<file path="src/rtl/keypad_pkg.sv">
// Shared types, constants and key-code mapping for the 4x3 keypad scan controller.
package keypad_pkg;

    typedef enum logic [1:0] {
        SCAN,
        CONFIRM,
        HOLD
    } scan_state_t;

    // One-cold row strobes, listed in scan order
    localparam logic [3:0] ROW_123 = 4'b1101;
    localparam logic [3:0] ROW_456 = 4'b1011;
    localparam logic [3:0] ROW_789 = 4'b0111;
    localparam logic [3:0] ROW_S0H = 4'b1110;

    localparam logic [3:0] KEY_STAR = 4'hA;
    localparam logic [3:0] KEY_HASH = 4'hB;

    localparam logic [2:0] COL_IDLE = 3'b111;

    function automatic logic [3:0] row_pattern(input logic [1:0] idx);
        case (idx)
            2'd0:    return ROW_123;
            2'd1:    return ROW_456;
            2'd2:    return ROW_789;
            default: return ROW_S0H;
        endcase
    endfunction

    function automatic logic single_low(input logic [2:0] col);
        return (col == 3'b110) || (col == 3'b101) || (col == 3'b011);
    endfunction

    function automatic logic [1:0] col_index(input logic [2:0] col);
        case (col)
            3'b110:  return 2'd0;
            3'b101:  return 2'd1;
            default: return 2'd2;
        endcase
    endfunction

    function automatic logic [3:0] key_lookup(input logic [1:0] row_idx, input logic [1:0] col_idx);
        if (row_idx == 2'd3) begin
            case (col_idx)
                2'd0:    return KEY_STAR;
                2'd1:    return 4'h0;
                default: return KEY_HASH;
            endcase
        end
        return ({2'b00, row_idx} * 4'd3) + {2'b00, col_idx} + 4'd1;
    endfunction

endpackage

</file>
<file path="src/rtl/keypad_tick_gen.sv">
// Free-running divider producing a one-cycle scan tick every TICK_DIV clocks.
module keypad_tick_gen #(
    parameter int TICK_DIV = 50
) (
    input  logic clk,
    input  logic rst,
    output logic tick
);

    localparam int CW = $clog2(TICK_DIV);

    logic [CW-1:0] count_reg;

    assign tick = (count_reg == CW'(TICK_DIV - 1));

    always_ff @(posedge clk) begin
        if (rst) begin
            count_reg <= '0;
        end else if (tick) begin
            count_reg <= '0;
        end else begin
            count_reg <= count_reg + CW'(1);
        end
    end

endmodule

</file>
<file path="src/rtl/keypad_scan_ctrl.sv">
// 4x3 keypad scanner: row strobing, single-key debounce, valid/ready key events.
// Optional auto-repeat is enabled by defining KEYPAD_TYPEMATIC_EN.
module keypad_scan_ctrl #(
    parameter int TICK_DIV       = 50,
    parameter int DEBOUNCE_SCANS = 4,
    parameter int REPEAT_DELAY   = 2000,
    parameter int REPEAT_RATE    = 500
) (
    input  logic       clk,
    input  logic       rst,
    input  logic [2:0] column,
    output logic [3:0] row,
    output logic       key_valid,
    output logic [3:0] key_code,
    input  logic       key_ready,
    output logic       key_overflow
);
    import keypad_pkg::*;

    localparam logic [3:0] DS = 4'(DEBOUNCE_SCANS);

    logic        tick;
    scan_state_t state_reg, state_next;
    logic [1:0]  row_idx_reg, row_idx_next;
    logic [2:0]  col_latch_reg, col_latch_next;
    logic [3:0]  deb_cnt_reg, deb_cnt_next;
    logic [3:0]  rel_cnt_reg, rel_cnt_next;
    logic        key_valid_reg, key_valid_next;
    logic [3:0]  key_code_reg, key_code_next;
    logic        key_overflow_reg, key_overflow_next;
    logic        emit;
    logic [3:0]  emit_code;

`ifdef KEYPAD_TYPEMATIC_EN
    localparam int RMAX = (REPEAT_DELAY > REPEAT_RATE) ? REPEAT_DELAY : REPEAT_RATE;
    localparam int RW   = $clog2(RMAX + 1);
    logic [RW-1:0] rep_cnt_reg, rep_cnt_next;
    logic          rep_first_reg, rep_first_next;
`else
    logic unused_repeat;
    assign unused_repeat = (REPEAT_DELAY > 0) ^ (REPEAT_RATE > 0);
`endif

    keypad_tick_gen #(.TICK_DIV(TICK_DIV)) u_tick (
        .clk  (clk),
        .rst  (rst),
        .tick (tick)
    );

    always_ff @(posedge clk) begin
        if (rst) begin
            state_reg        <= SCAN;
            row_idx_reg      <= 2'd0;
            col_latch_reg    <= COL_IDLE;
            deb_cnt_reg      <= '0;
            rel_cnt_reg      <= '0;
            key_valid_reg    <= 1'b0;
            key_code_reg     <= 4'h0;
            key_overflow_reg <= 1'b0;
`ifdef KEYPAD_TYPEMATIC_EN
            rep_cnt_reg      <= '0;
            rep_first_reg    <= 1'b1;
`endif
        end else begin
            state_reg        <= state_next;
            row_idx_reg      <= row_idx_next;
            col_latch_reg    <= col_latch_next;
            deb_cnt_reg      <= deb_cnt_next;
            rel_cnt_reg      <= rel_cnt_next;
            key_valid_reg    <= key_valid_next;
            key_code_reg     <= key_code_next;
            key_overflow_reg <= key_overflow_next;
`ifdef KEYPAD_TYPEMATIC_EN
            rep_cnt_reg      <= rep_cnt_next;
            rep_first_reg    <= rep_first_next;
`endif
        end
    end

    always_comb begin
        state_next     = state_reg;
        row_idx_next   = row_idx_reg;
        col_latch_next = col_latch_reg;
        deb_cnt_next   = deb_cnt_reg;
        rel_cnt_next   = rel_cnt_reg;
        emit           = 1'b0;
        emit_code      = key_lookup(row_idx_reg, col_index(col_latch_reg));
`ifdef KEYPAD_TYPEMATIC_EN
        rep_cnt_next   = rep_cnt_reg;
        rep_first_next = rep_first_reg;
`endif
        if (tick) begin
            case (state_reg)
                SCAN: begin
                    if (single_low(column)) begin
                        col_latch_next = column;
                        deb_cnt_next   = 4'd1;
                        rel_cnt_next   = '0;
                        if (DS == 4'd1) begin
                            emit       = 1'b1;
                            emit_code  = key_lookup(row_idx_reg, col_index(column));
                            state_next = HOLD;
`ifdef KEYPAD_TYPEMATIC_EN
                            rep_cnt_next   = '0;
                            rep_first_next = 1'b1;
`endif
                        end else begin
                            state_next = CONFIRM;
                        end
                    end else begin
                        row_idx_next = row_idx_reg + 2'd1;
                    end
                end
                CONFIRM: begin
                    if (column == col_latch_reg) begin
                        deb_cnt_next = deb_cnt_reg + 4'd1;
                        if (deb_cnt_reg + 4'd1 == DS) begin
                            emit         = 1'b1;
                            state_next   = HOLD;
                            rel_cnt_next = '0;
`ifdef KEYPAD_TYPEMATIC_EN
                            rep_cnt_next   = '0;
                            rep_first_next = 1'b1;
`endif
                        end
                    end else begin
                        state_next   = SCAN;
                        row_idx_next = row_idx_reg + 2'd1;
                    end
                end
                HOLD: begin
                    if (column == COL_IDLE) begin
`ifdef KEYPAD_TYPEMATIC_EN
                        rep_cnt_next = '0;
`endif
                        if (rel_cnt_reg + 4'd1 == DS) begin
                            state_next   = SCAN;
                            row_idx_next = row_idx_reg + 2'd1;
                            rel_cnt_next = '0;
                        end else begin
                            rel_cnt_next = rel_cnt_reg + 4'd1;
                        end
                    end else begin
                        rel_cnt_next = '0;
`ifdef KEYPAD_TYPEMATIC_EN
                        // Any latched bit going high restarts the repeat interval
                        if (column != col_latch_reg) begin
                            rep_cnt_next = '0;
                        end else if (rep_first_reg ? (rep_cnt_reg + RW'(1) == RW'(REPEAT_DELAY))
                                                   : (rep_cnt_reg + RW'(1) == RW'(REPEAT_RATE))) begin
                            emit           = 1'b1;
                            rep_cnt_next   = '0;
                            rep_first_next = 1'b0;
                        end else begin
                            rep_cnt_next = rep_cnt_reg + RW'(1);
                        end
`endif
                    end
                end
                default: state_next = SCAN;
            endcase
        end

        // A transfer in the same cycle frees the slot for the new event
        key_valid_next    = key_valid_reg & ~key_ready;
        key_code_next     = key_code_reg;
        key_overflow_next = 1'b0;
        if (emit) begin
            if (!key_valid_reg || key_ready) begin
                key_valid_next = 1'b1;
                key_code_next  = emit_code;
            end else begin
                key_overflow_next = 1'b1;
            end
        end
    end

    assign row          = row_pattern(row_idx_reg);
    assign key_valid    = key_valid_reg;
    assign key_code     = key_code_reg;
    assign key_overflow = key_overflow_reg;

endmodule
</file>
<file path="config.mk">
export PLATFORM = sky130hd
export DESIGN_NAME = keypad_scan_ctrl
export DESIGN_NICKNAME = d
export VERILOG_FILES = /design/src/rtl/keypad_pkg.sv /design/src/rtl/keypad_tick_gen.sv /design/src/rtl/keypad_scan_ctrl.sv
export SDC_FILE = /design/constraint.sdc
export NUM_CORES = 1
export LEC_CHECK = 0
export ABC_AREA = 0
export BUFFER_PORTS_ARGS = -buffer_cell sky130_fd_sc_hd__buf_2
export CAP_MARGIN = 30
export CORE_MARGIN = 2
export CORE_UTILIZATION = 52
export CTS_CLUSTER_DIAMETER = 200
export DETAILED_ROUTE_END_ITERATION = 16
export GPL_TIMING_DRIVEN = 0
export PLACE_DENSITY = 0.74
export SYNTH_ARGS = -nofsm -noshare
export SYNTH_HDL_FRONTEND = slang
export SYNTH_SLANG_ARGS = --single-unit
</file>
<file path="constraint.sdc">
create_clock -name clk -period 2.35 [get_ports clk]
set_input_delay 0.47 -clock clk [delete_from_list [all_inputs] [get_ports clk]]
set_output_delay 0.47 -clock clk [all_outputs]
set_load 0.05 [all_outputs]
</file>
# Word-level counts from Yosys, hierarchy flattened
# Cells that the tools add are included.
[totals] out_inout_bits=10 input_bits=6 reg_bits=27
[classes] n_eq_ne=24 bitwise=3 n_mux=33 multipliers=1 addsub=6 reduce_logical=17
[op_table] cell="$mux 4" count=9
[op_table] cell="$pmux 4 s3" count=2
[op_table] cell="$mux 2" count=9
[op_table] cell="$pmux 4 s2" count=2
[op_table] cell="$eq 3x3->1 const B" count=5
[op_table] cell="$ne 2x2->1 const B" count=7
[op_table] cell="$add 4x1->4 const B" count=3
[op_table] cell="$pmux 2 s3" count=2
[op_table] cell="$reduce_and 5->1" count=2
[op_table] cell="$eq 4x3->1 const B" count=2
[op_table] cell="$mux 1" count=8
[op_table] cell="$add 6x1->6 const B" count=1
[op_table] cell="$eq 2x1->1 const B" count=3
[op_table] cell="$eq 2x2->1 const B" count=3
[op_table] cell="$eq 6x6->1 const B" count=1
[op_table] cell="$logic_not 2->1" count=3
[op_table] cell="$reduce_and 6->1" count=1
[op_table] cell="$add 4x2->4" count=1
[op_table] cell="$mul 2x2->4 const B" count=1
[op_table] cell="$pmux 2 s2" count=1
[op_table] cell="$reduce_and 4->1" count=1
[op_table] cell="$reduce_or 2->1" count=2
[op_table] cell="$eq 3x2->1 const B" count=1
[op_table] cell="$eq 3x3->1" count=1
[op_table] cell="other kinds (10)" count=13

# Longest topological paths before layout
# Gate-level depths: netlist of run 1.
[logic_depth] word_depth=8 ltp_mapped=9 mapped_depth_nobuf=9

# By module
# Synthesis of run 1 repeated with hierarchy kept, for this count alone.
[hier_totals] cells_unflattened=199 hier_area_um2=1711.6
[by_module_without_submodules] module="keypad_scan_ctrl" cells_per_inst=172 seq_area_each_um2=420.4 area_per_inst_um2=1456.4 n_inst=1
[by_module_without_submodules] module="keypad_tick_gen" cells_per_inst=27 seq_area_each_um2=120.1 area_per_inst_um2=255.2 n_inst=1

# Worst setup path before layout of run 1
# No wires, ideal clock.
[synth_path] path_kind="register to register" from="reg col_latch_reg[1]" to="reg key_code_reg[2] (netlist: key_code[2])" period_less_slack_ps=2210 setup_ps=70 path_stages_with_launch=10 arrival_ps=2139 required_ps=2280 path_slack_ps=140 cell_sequence="dfxtp_1 > xor2_1 > nand2_1 > fa_1 > xnor2_1 > ha_1 > a21oi_1 > xnor2_1 > or3b_1 > a21oi_1"
[synth_between] elab_chain_cells=5
[synth_rtl] item="start, declared" line="keypad_scan_ctrl.sv:25" rtl="logic [2:0] col_latch_reg, col_latch_next;"
[synth_rtl] item="start signal, assigned" line="keypad_scan_ctrl.sv:67" rtl="col_latch_reg <= col_latch_next;"
[synth_rtl] item="$eq 3x3->1 (on tied branches)" line="keypad_pkg.sv:35, keypad_scan_ctrl.sv:115"
[synth_rtl] item="$pmux 2 s2 / $mux 1 (equally long branches)" line="keypad_pkg.sv:35, keypad_scan_ctrl.sv:115"
[synth_rtl] item="$add 4x2->4 / $mux 1 (equally long branches)" line="keypad_pkg.sv:50, keypad_scan_ctrl.sv:93"
[synth_rtl] item="$add 4x1->4 / $mux 1 (equally long branches)" line="keypad_pkg.sv:50, keypad_scan_ctrl.sv:92"
[synth_rtl] item="$mux 4 / $reduce_and 2->1 (equally long branches)"
[synth_rtl] item="end signal, assigned" line="keypad_scan_ctrl.sv:71" rtl="key_code_reg <= key_code_next;"
[synth_rtl] item="end, declared" line="keypad_scan_ctrl.sv:29" rtl="logic [3:0] key_code_reg, key_code_next;"
# Several ways; a longest one is shown, not always the timed one.
# A chain may end at the register's enable or synchronous reset.

# Worst setup path in the final report of run 1
[layout_path] from="reg col_latch_reg[0]" to="reg key_code_reg[2] (netlist: key_code[2])"
# Same word-level chain as after synthesis.

==> impl_metrics.env, run 1 <==
export IMPL_tightest_slew_ns=0.5744
export IMPL_numPortBuffers=15
export IMPL_ys_ff_latch=27
export IMPL_startpoint_type="flop"
export IMPL_whs_path_depth=3
export IMPL_power_share_clock_pct=28.4
export IMPL_final_common_cell="dfxtp_1"
export IMPL_grt_util_all_layers_pct=19.34
export IMPL_crit_slowest_cell="fa_1"
export IMPL_setup_violations=0
export IMPL_crit_path_end_kind="flop"
export IMPL_critical_path_max_fanout=4
export IMPL_grt_max_degree=17
export IMPL_sw_frac_of_total_pct=24.20
export IMPL_seq_area_frac_synth_pct=33.54
export IMPL_skew_ns=0.003127
export IMPL_max_stage_delay_ns=0.59
export IMPL_final_net_count=226
export IMPL_report_power_total_mw=0.7191
export IMPL_antenna_found_initial=0
export IMPL_final_hold_violation_count=0
export IMPL_htreeDepth=1
export IMPL_finalNonFillerCells=238
export IMPL_ant_nets=0
export IMPL_grt_pass1_wl_um=5299
export IMPL_crit_top_cell="xnor2_1"
export IMPL_final_max_slew_viol_count=0
export IMPL_drt_vias_per_instance=5.777
export IMPL_grt_overflow=0
export IMPL_seq_area_um2=545.5
export IMPL_num_antenna_cells=0
export IMPL_ys_types=47
export IMPL_cp_arrival_ns=2.60
export IMPL_synthArstFlopShare_pct=0
export IMPL_drive_gt1_share_pct=17.56
export IMPL_clk_latency_ns=0.33
export IMPL_dp_cells=230
export IMPL_yosysWarnings=0
export IMPL_maxCapViolations=0
export IMPL_syn_inst=182
export IMPL_syn_avg_cell_area_um2=8.855
export IMPL_cts_clk_slew_worst_paths_ns=0.15
export IMPL_die_x_um=59.67
export IMPL_final_area_um2=1812
export IMPL_crit_required_ns=2.62
export IMPL_die_area_um2=3561
export IMPL_p_int_mw=0.5451
export IMPL_setup_tns_ns=0
export IMPL_vdd_drop_max_mv=0.2011
export IMPL_fmax_mhz=428.6
export IMPL_syn_to_final_growth_pct=12.42
export IMPL_vias=1375
export IMPL_worstRegToRegCells=9
export IMPL_place_gp_congestion=0.7865
export IMPL_period_share_pct=99.28
export IMPL_status="complete, no violations"
export IMPL_rows=20
export IMPL_hpwl_um=2408
export IMPL_clock_sinks=27
export IMPL_p_leak_nw=0.7228
export IMPL_routedWlPerCell_um=13.18
export IMPL_cts_tree="yes"
export IMPL_cts_hold_buf=0
export IMPL_grt_pass1_vias=1239
export IMPL_die_h_um=59.67
export IMPL_cts_buffers=3
export IMPL_combPwrFrac_pct=7.1
export IMPL_crit_type="flop to flop"
export IMPL_ys_flop_type="dfxtp_1"
export IMPL_initial_core_util_pct=53.67
export IMPL_first_iter_violations=54
export IMPL_syn_nets=202
export IMPL_multiInputGateArea_um2=1033
export IMPL_slew_headroom_pct=61.71
export IMPL_hold_path_class="input pin to flop"
export IMPL_fill_cells=271
export IMPL_rsz0062_at_grt="true"
export IMPL_p_per_area_nw_per_um2=396.9
export IMPL_coreArea_um2=3003
export IMPL_layout_common_cells="25 x dfxtp_1, 15 x buf_2, 14 x nand2_1"
export IMPL_synth_edf_count=0
export IMPL_root_buffer="clkbuf_4"
export IMPL_p_switching_mw=0.1740
export IMPL_io_pins=16
export IMPL_routed_wl_um=3138
export IMPL_layout_min_cycle_time_ns=2.333
export IMPL_crit_chain="xor2_2 -> nand2_1 -> fa_1 -> xnor2_1 -> ha_2 -> a21oi_2 -> xnor2_1 -> or3b_1 -> a21oi_1"
export IMPL_clock_path_buffers=2
export IMPL_drc=0
export IMPL_p_seq_share_pct=64.5
export IMPL_netlist_area_um2=1612
export IMPL_largest_reg_flops=6
export IMPL_place_area_um2=1728
export IMPL_first_pass_iters=4
## cell type report
class / instances / area share (%)
Multi-Input combinational cell: 140 / 57.04
Sequential cell: 27 / 30.11
Timing Repair Buffer: 19 / 5.801
Inverter: 11 / 2.279
Tap cell: 33 / 2.279
Clock buffer: 3 / 1.243
Buffer: 4 / 0.8287
Clock inverter: 1 / 0.4144
## routing by layer
layer	global-route usage, %	vias up	wire length, µm
met2	34.78	24	1583
met1	23.79	653	1437
met5	0	-	0
li1	-	693	-
met4	5.714	0	37
met3	2.597	5	80
## power groups by stage
stage | sequential (mW) | clock (mW) | combinational, mW
final | 0.464 | 0.204 | 0.0511
after global routing | 0.465 | 0.232 | 0.0565
after CTS | 0.465 | 0.213 | 0.0508
after detailed placement | 0.475 | 0 | 0.0502
after global placement | 0.475 | 0 | 0.0484
after floorplan | 0.475 | 0 | 0.0341
## stage by stage
stage          util [%]  setup slack, ns  hold slack, ns
2_1_floorplan         -           0.1404          0.4556
4_1_cts           59.25          0.01695          0.4279
3_3_place_gp      57.54      -0.00001932          0.4389
6_report          60.33          0.01699          0.4306
5_1_grt           60.33         -0.07304          0.4406
3_5_place_dp      57.54         -0.05068          0.4460
## repair_timing
action,CTS,global route
setup buffers,2,2
pin swaps,1,5
endpoints found under the setup margin,1,2
resized for setup,3,4
## final timing paths
path	from	slack, ns	to
min reg2reg	key_code[0]$_SDFFE_PP0P_	0.46	key_code[0]$_SDFFE_PP0P_
min	rst	0.43	row_idx_reg[1]$_SDFFE_PP0P_
max reg2reg	col_latch_reg[0]$_SDFFE_PP1P_	0.02	key_code[2]$_SDFFE_PP0P_
max	col_latch_reg[0]$_SDFFE_PP1P_	0.02	key_code[2]$_SDFFE_PP0P_
## cells in the mapped netlist (2+ instances only)
library cell	instances	area, µm²
o21ai_1	4	20.02
and3_1	5	31.28
dfxtp_1	27	540.5
a22oi_1	2	15.01
nand2b_1	4	25.02
nand2_1	14	52.55
a21oi_1	13	65.06
or3b_1	2	17.52
xnor2_1	5	43.79
clkbuf_1	4	15.01
xor2_1	6	52.55
nor4_1	2	12.51
nor2b_1	4	25.02
a31oi_1	2	12.51
ha_1	13	162.7
or4_1	3	22.52
nor2_1	10	37.54
nor3_1	10	50.05
inv_1	10	37.54
o21ai_0	2	10.01
or2_1	2	12.51
nand3b_1	5	37.54
a211o_1	3	26.28
nand3_1	7	35.03
## logic make-up (layout without fill, tap and decap cells)
logic type      Yosys count  after routing  share of synthesized area, %
compound gates           35             35                         14.83
xor+xnor                 11             11                         5.978
fa+ha+maj                14             14                         11.34
buf+inv                  15             38                         3.494
flops                    27             27                         33.54
mux                       3              3                         2.019
simple gates             77             77                         28.80
## worst max-delay path: cells and delay by family (launching register included)
kind | cells | cell delay (ns)
AOI/OAI and AO/OA | 2 | 0.17
xor gates and xnor gates | 3 | 0.47
adders and majority gates | 2 | 0.79
DFF | 1 | 0.39
and+or+nand+nor | 2 | 0.46
(Power assumes the default switching activity.)
==> run 2, diff against run 1 <==
Settings changed: CORE_ASPECT_RATIO from default to 0.5.
==> run 2 against run 1 <==
  * Sequential power barely moved
  * Utilization rose by 1.0 points
  * Via count fell by 0.80%
  * Critical endpoint unchanged
  * Wire length fell by 3.9%
  * Sequential share of layout area fell by 0.11 points
  * Cell area rose by 0.83%
  * Total power rose by 8.3%
  * Register-to-register slack improved by 0.09 ns
  * Combinational power barely moved
==> impl_metrics.env, run 2 (same netlist as run 1, synthesis figures left out) <==
export IMPL_grt_pass1_vias=1114
export IMPL_htreeDepth=1
export IMPL_drive_gt1_share_pct=16.75
export IMPL_cts_buffers=3
export IMPL_status="complete, no violations"
export IMPL_whs_path_depth=2
export IMPL_hold_path_class="flop to flop"
export IMPL_rows=14
export IMPL_vdd_drop_max_mv=0.3082
export IMPL_numPortBuffers=15
export IMPL_cts_tree="yes"
export IMPL_grt_pass1_wl_um=4843
export IMPL_critical_path_max_fanout=4
export IMPL_cts_hold_buf=0
export IMPL_maxCapViolations=0
export IMPL_routedWlPerCell_um=12.41
export IMPL_skew_ns=0.003865
export IMPL_hold_path_end="key_code[0]$_SDFFE_PP0P_"
export IMPL_layout_min_cycle_time_ns=2.245
export IMPL_tightest_slew_ns=0.6159
export IMPL_clock_path_buffers=2
export IMPL_layout_common_cells="25 x dfxtp_1, 15 x buf_2, 14 x nand2_1"
export IMPL_seq_area_um2=548.0
export IMPL_grt_overflow=0
export IMPL_drc=0
export IMPL_initial_core_util_pct=54.12
export IMPL_coreArea_um2=2978
export IMPL_worstRegToRegCells=9
export IMPL_min_from="key_code[0]$_SDFFE_PP0P_"
export IMPL_fill_cells=255
export IMPL_final_hold_violation_count=0
export IMPL_p_per_area_nw_per_um2=426.5
export IMPL_crit_required_ns=2.56
export IMPL_antenna_found_initial=0
export IMPL_grt_util_all_layers_pct=17.96
export IMPL_vias=1364
export IMPL_die_h_um=43.37
export IMPL_final_common_cell="dfxtp_1"
export IMPL_cp_arrival_ns=2.46
export IMPL_clock_sinks=27
export IMPL_routed_wl_um=3015
export IMPL_first_iter_violations=49
export IMPL_first_pass_iters=5
export IMPL_fmax_mhz=445.4
export IMPL_p_leak_nw=0.7209
export IMPL_startpoint_type="flop"
export IMPL_finalNonFillerCells=243
export IMPL_final_max_slew_viol_count=0
export IMPL_report_power_total_mw=0.7792
export IMPL_root_buffer="clkbuf_8"
export IMPL_drt_vias_per_instance=5.613
export IMPL_die_x_um=82.73
export IMPL_crit_type="flop to flop"
export IMPL_p_seq_share_pct=59.3
export IMPL_hpwl_um=2271
export IMPL_ant_nets=0
export IMPL_dp_cells=237
export IMPL_power_share_clock_pct=34.2
export IMPL_multiInputGateArea_um2=1037
export IMPL_cts_clk_slew_worst_paths_ns=0.09
export IMPL_final_net_count=224
export IMPL_die_area_um2=3588
export IMPL_worstReg2RegEnd="key_code[2]$_SDFFE_PP0P_"
export IMPL_crit_reg2reg_launch="col_latch_reg[0]$_SDFFE_PP1P_"
export IMPL_clk_latency_ns=0.28
export IMPL_place_gp_congestion=0.7852
export IMPL_rsz0062_at_grt="true"
export IMPL_io_pins=16
export IMPL_sw_frac_of_total_pct=23.02
export IMPL_combPwrFrac_pct=6.5
export IMPL_grt_max_degree=15
export IMPL_p_switching_mw=0.1793
export IMPL_largest_reg_flops=6
export IMPL_rrSetupSlack_ns=0.10
export IMPL_p_int_mw=0.5998
export IMPL_slew_headroom_pct=58.94
export IMPL_crit_path_end_kind="flop"
export IMPL_setup_violations=0
export IMPL_num_antenna_cells=0
export IMPL_period_share_pct=95.55
export IMPL_syn_to_final_growth_pct=13.35
## run 2: worst max-delay path by stage
stage,startpoint,to,slack [ns],cells past startpoint
floorplan,col_latch_reg[1]$_SDFFE_PP1P_,key_code[2]$_SDFFE_PP0P_,0.14,9
global placement,col_latch_reg[0]$_SDFFE_PP1P_,key_code[2]$_SDFFE_PP0P_,0.04,9
detailed placement,col_latch_reg[1]$_SDFFE_PP1P_,key_code[2]$_SDFFE_PP0P_,-0.009,9
CTS,col_latch_reg[1]$_SDFFE_PP1P_,key_code[2]$_SDFFE_PP0P_,0.004,9
global route,col_latch_reg[0]$_SDFFE_PP1P_,key_code[2]$_SDFFE_PP0P_,-0.03,9
finish,col_latch_reg[0]$_SDFFE_PP1P_,key_code[2]$_SDFFE_PP0P_,0.10,9
## run 2: layer usage
| metal | global-route usage [%] | vias up | share of wire (%) |
|---|---|---|---|
| met5 | 0 | - | 0 |
| met2 | 30.16 | 22 | 44 |
| met4 | 2.951 | 0 | 0.96 |
| li1 | - | 695 | - |
| met3 | 5.625 | 5 | 3.3 |
| met1 | 23.46 | 642 | 52 |
## run 2: worst max-delay path, cell delays in order, from the launching register on
cell and delay [ns]:
dfxtp_4 0.37, xor2_2 0.15, nand2_1 0.09, fa_1 0.56, xnor2_1 0.14, ha_2 0.20
a21oi_2 0.04, xnor2_1 0.15, or3b_1 0.37, a21oi_2 0.11
## run 2: power groups by stage
stage / Sequential, mW / Clock (mW) / Combinational [mW]
floorplan: 0.475 / 0 / 0.0341
global placement: 0.475 / 0 / 0.0486
detailed placement: 0.475 / 0 / 0.0496
CTS: 0.465 / 0.272 / 0.0501
global route: 0.463 / 0.292 / 0.0547
finish: 0.462 / 0.266 / 0.0508
## run 2: timing repair
item,in CTS,in global routing
resized for setup,2,7
pin swaps,0,6
buffers inserted,0,2
setup endpoints to repair,1,2
## run 2: cell type report
cell class,count,area share [%]
Timing Repair Buffer,17,4.932
Sequential cell,27,30.00
Multi-Input combinational cell,140,56.78
Tap cell,40,2.740
Inverter,11,2.260
Buffer,4,0.8219
Clock buffer,4,2.466
## run 2: metrics by stage
stage	hold WS, ns	setup TNS (ns)	instance area (µm²)	worst slack, ns	utilization [%]
6_report	0.4538	0	1827	0.1047	61.34
4_1_cts	0.4526	0	1784	0.004429	59.92
2_1_floorplan	0.4556	0	1612	0.1404	-
5_1_grt	0.4710	-0.02899	1827	-0.02899	61.34
3_5_place_dp	0.4401	-0.009301	1737	-0.009301	58.32
3_3_place_gp	0.4351	0	1737	0.03698	58.32
==> run 3, diff against run 2 <==
Settings changed: ABC_AREA 0 to 1, CORE_UTILIZATION 52 to 53, PLACE_DENSITY 0.74 to 0.75, TNS_END_PERCENT from default to 100.
==> run 3 against run 2 <==
  * Sequential power is essentially flat
  * Clock power shrank 2%
  * Register-to-register slack gained 0.09 ns
  * Cell area grew 4.0%
  * Via count grew 12%
  * Synthesized cell count grew 38%
  * Flip-flop and latch count is the same
  * Highest routed layer unchanged
  * First-iteration DRC count shrank 12%
  * Clock-buffer cell count shrank 1
  * Maximum frequency grew 4.0%
  * Non-clock buffer count shrank 3
==> impl_metrics.env, run 3 <==
export IMPL_min_from="rst"
export IMPL_critical_path_buf_inv_count=3
export IMPL_coreArea_um2=3030
export IMPL_ant_nets=0
export IMPL_place_area_um2=1827
export IMPL_critical_path_max_fanout=5
export IMPL_p_switching_mw=0.1723
export IMPL_numPortBuffers=15
export IMPL_yosysWarnings=0
export IMPL_crit_type="flop to flop"
export IMPL_syn_to_final_growth_pct=11.69
export IMPL_io_pins=16
export IMPL_tightest_slew_ns=0.4336
export IMPL_status="complete, no violations"
export IMPL_p_per_area_nw_per_um2=403.1
export IMPL_drt_vias_per_instance=4.910
export IMPL_rsz0062_at_grt="false"
export IMPL_die_area_um2=3707
export IMPL_finish_utilization_pct=62.72
export IMPL_combPwrFrac_pct=5.2
export IMPL_hpwl_um=2379
export IMPL_crit_reg2reg_launch="col_latch_reg[2]$_SDFFE_PP1P_"
export IMPL_synthMuxAreaShare_pct=0
export IMPL_netlist_area_um2=1702
export IMPL_vdd_drop_max_mv=0.2058
export IMPL_crit_slowest_cell="fa_1"
export IMPL_largest_reg_flops=6
export IMPL_maxCapViolations=0
export IMPL_skew_ns=0.005519
export IMPL_ys_ff_latch=27
export IMPL_seq_area_frac_synth_pct=31.76
export IMPL_cts_tree="yes"
export IMPL_synth_edf_count=0
export IMPL_num_antenna_cells=0
export IMPL_synthTopCellsByArea="dfxtp_1 32%, nand2_1 13%, ha_1 9.6%"
export IMPL_busiest_layer="met2"
export IMPL_cp_top_family="adder cells"
export IMPL_setup_tns_ns=0
export IMPL_clk_latency_ns=0.27
export IMPL_max_stage_delay_ns=0.50
export IMPL_hold_path_class="input pin to flop"
export IMPL_layout_common_cells="58 x nand2_1, 39 x nor2_1, 37 x inv_1"
export IMPL_startpoint_type="flop"
export IMPL_synthTopCellsByCount="58 x nand2_1, 39 x nor2_1, 38 x inv_1, 27 x dfxtp_1, 16 x nand3_1"
export IMPL_layout_min_cycle_time_ns=2.158
export IMPL_drive_gt1_share_pct=15.56
export IMPL_grt_pass1_vias=1361
export IMPL_place_gp_congestion=0.7763
export IMPL_p_int_mw=0.5939
export IMPL_syn_avg_cell_area_um2=6.779
export IMPL_fmax_mhz=463.3
export IMPL_synthSimpleGateAreaFrac_pct=38.01
export IMPL_rows=14
export IMPL_fill_cells=306
export IMPL_syn_inst=251
export IMPL_grt_overflow=0
export IMPL_antenna_found_initial=0
export IMPL_htreeDepth=1
export IMPL_use_met1_pct=20.79
export IMPL_ys_flop_type="dfxtp_1"
export IMPL_setup_violations=0
export IMPL_grt_max_degree=16
export IMPL_die_x_um=84.13
export IMPL_vias=1522
export IMPL_cts_clk_slew_worst_paths_ns=0.09
export IMPL_crit_path_end_kind="flop"
export IMPL_grt_util_all_layers_pct=17.52
export IMPL_ys_types=31
export IMPL_final_hold_violation_count=0
export IMPL_slew_headroom_pct=70.87
export IMPL_first_iter_violations=43
export IMPL_p_seq_share_pct=60.7
export IMPL_p_leak_nw=0.8892
export IMPL_final_common_cell="nand2_1"
export IMPL_clock_path_buffers=2
export IMPL_synth_largest_area_cell="dfxtp_1"
export IMPL_die_h_um=44.07
export IMPL_synth_xor_area_share_pct=2.574
export IMPL_cts_buffers=3
export IMPL_use_met2_pct=32.54
export IMPL_report_power_total_mw=0.7662
export IMPL_period_share_pct=91.85
export IMPL_yosysMostFrequentCell="nand2_1"
export IMPL_root_buffer="clkbuf_8"
export IMPL_grt_pass1_wl_um=5237
export IMPL_cp_arrival_ns=2.33
export IMPL_synthArstFlopShare_pct=0
export IMPL_initial_core_util_pct=56.15
export IMPL_sw_frac_of_total_pct=22.48
export IMPL_routed_wl_um=3063
export IMPL_crit_chain="nand3_4 -> inv_1 -> a21oi_2 -> fa_1 -> inv_1 -> xor2_2 -> ha_1 -> inv_1 -> nand3b_1 -> nand2_1 -> nor2_1 -> o21ai_1 -> nor2_1"
export IMPL_drc=0
export IMPL_final_net_count=291
export IMPL_synth_top_family_by_area="simple AND/OR/NAND/NOR gates"
export IMPL_grtUsageMet3_pct=5.224
export IMPL_fin_hold_ws_ns=0.4293
export IMPL_cts_hold_buf=0
export IMPL_first_pass_iters=4
export IMPL_final_max_slew_viol_count=0
export IMPL_clock_sinks=27
export IMPL_synth_top_area_share_pct=31.76
export IMPL_power_share_clock_pct=34.1
export IMPL_syn_nets=271
export IMPL_synth_compound_gate_area_share_pct=6.618
export IMPL_crit_required_ns=2.52
export IMPL_routedWlPerCell_um=9.881
export IMPL_crit_top_cell="inv_1"
export IMPL_synth_adder_area_share_pct=10.74
export IMPL_critPathLaunch="col_latch_reg[2]$_SDFFE_PP1P_"
export IMPL_final_area_um2=1901
## run 3: worst register-to-register path, stage by stage (launching register included)
cell	delay, ns
dfxtp_2	0.42
nand3_4	0.11
inv_1	0.12
a21oi_2	0.06
fa_1	0.50
inv_1	0.06
xor2_2	0.15
ha_1	0.19
inv_1	0.07
nand3b_1	0.08
nand2_1	0.07
nor2_1	0.04
o21ai_1	0.13
nor2_1	0.05
## run 3: final timing paths
path                                                       end  cells after the start  slack [ns]
worst max register to register        key_code[2]$_SDFFE_PP0P_                     13        0.19
worst min register to register  u_tick.count_reg[0]$_SDFF_PP0_                      1        0.48
worst min-delay path               deb_cnt_reg[3]$_SDFFE_PP0P_                      2        0.43
worst max-delay path                  key_code[2]$_SDFFE_PP0P_                     13        0.19
## run 3: logic make-up after synthesis
group / count (synthesis)
AND/OR/NAND/NOR: 141
buffers and inverters: 44
flip-flops: 27
AO/OA/AOI/OAI: 20
adder cells (fa/ha/maj): 14
XOR/XNOR: 5
## run 3: power groups by stage
stage | clock network [mW] | logic, mW | registers [mW]
after global placement | 0 | 0.0398 | 0.475
after floorplan | 0 | 0.0277 | 0.475
after CTS | 0.268 | 0.0405 | 0.465
final | 0.261 | 0.0401 | 0.465
after detailed placement | 0 | 0.0403 | 0.476
after global routing | 0.288 | 0.0476 | 0.466
## run 3: area by class of cell
type	count	area (µm²)	area share, %
sequential	27	544.3	28.64
multi-input combinational	180	1010	53.13
clock inverter	1	5.005	0.2633
clock buffer	3	41.29	2.172
tap	40	50.05	2.633
buffer	3	21.27	1.119
inverter	41	153.9	8.097
timing repair buffer	15	75.07	3.950
## run 3: repair_timing
item	CTS	global route
endpoints found under the setup margin	1	2
setup buffers	0	0
resized for setup	1	8
pin swaps	0	1
## run 3: per-stage QoR
| stage | worst slack [ns] | std cells |
|---|---|---|
| after floorplan | 0.2599 | 251 |
| after global placement | 0.05819 | 306 |
| after detailed placement | 0.0003633 | 306 |
| after CTS | 0.03974 | 310 |
| after global routing | 0.009670 | 310 |
| final | 0.1915 | 310 |
## run 3: routing by layer
layer / share of wire (%) / routed length (µm) / vias up
li1: - / - / 830
met1: 50 / 1524 / 671
met2: 45 / 1387 / 17
met3: 4.3 / 132 / 4
met4: 0.59 / 18 / 0
met5: 0 / 0 / -
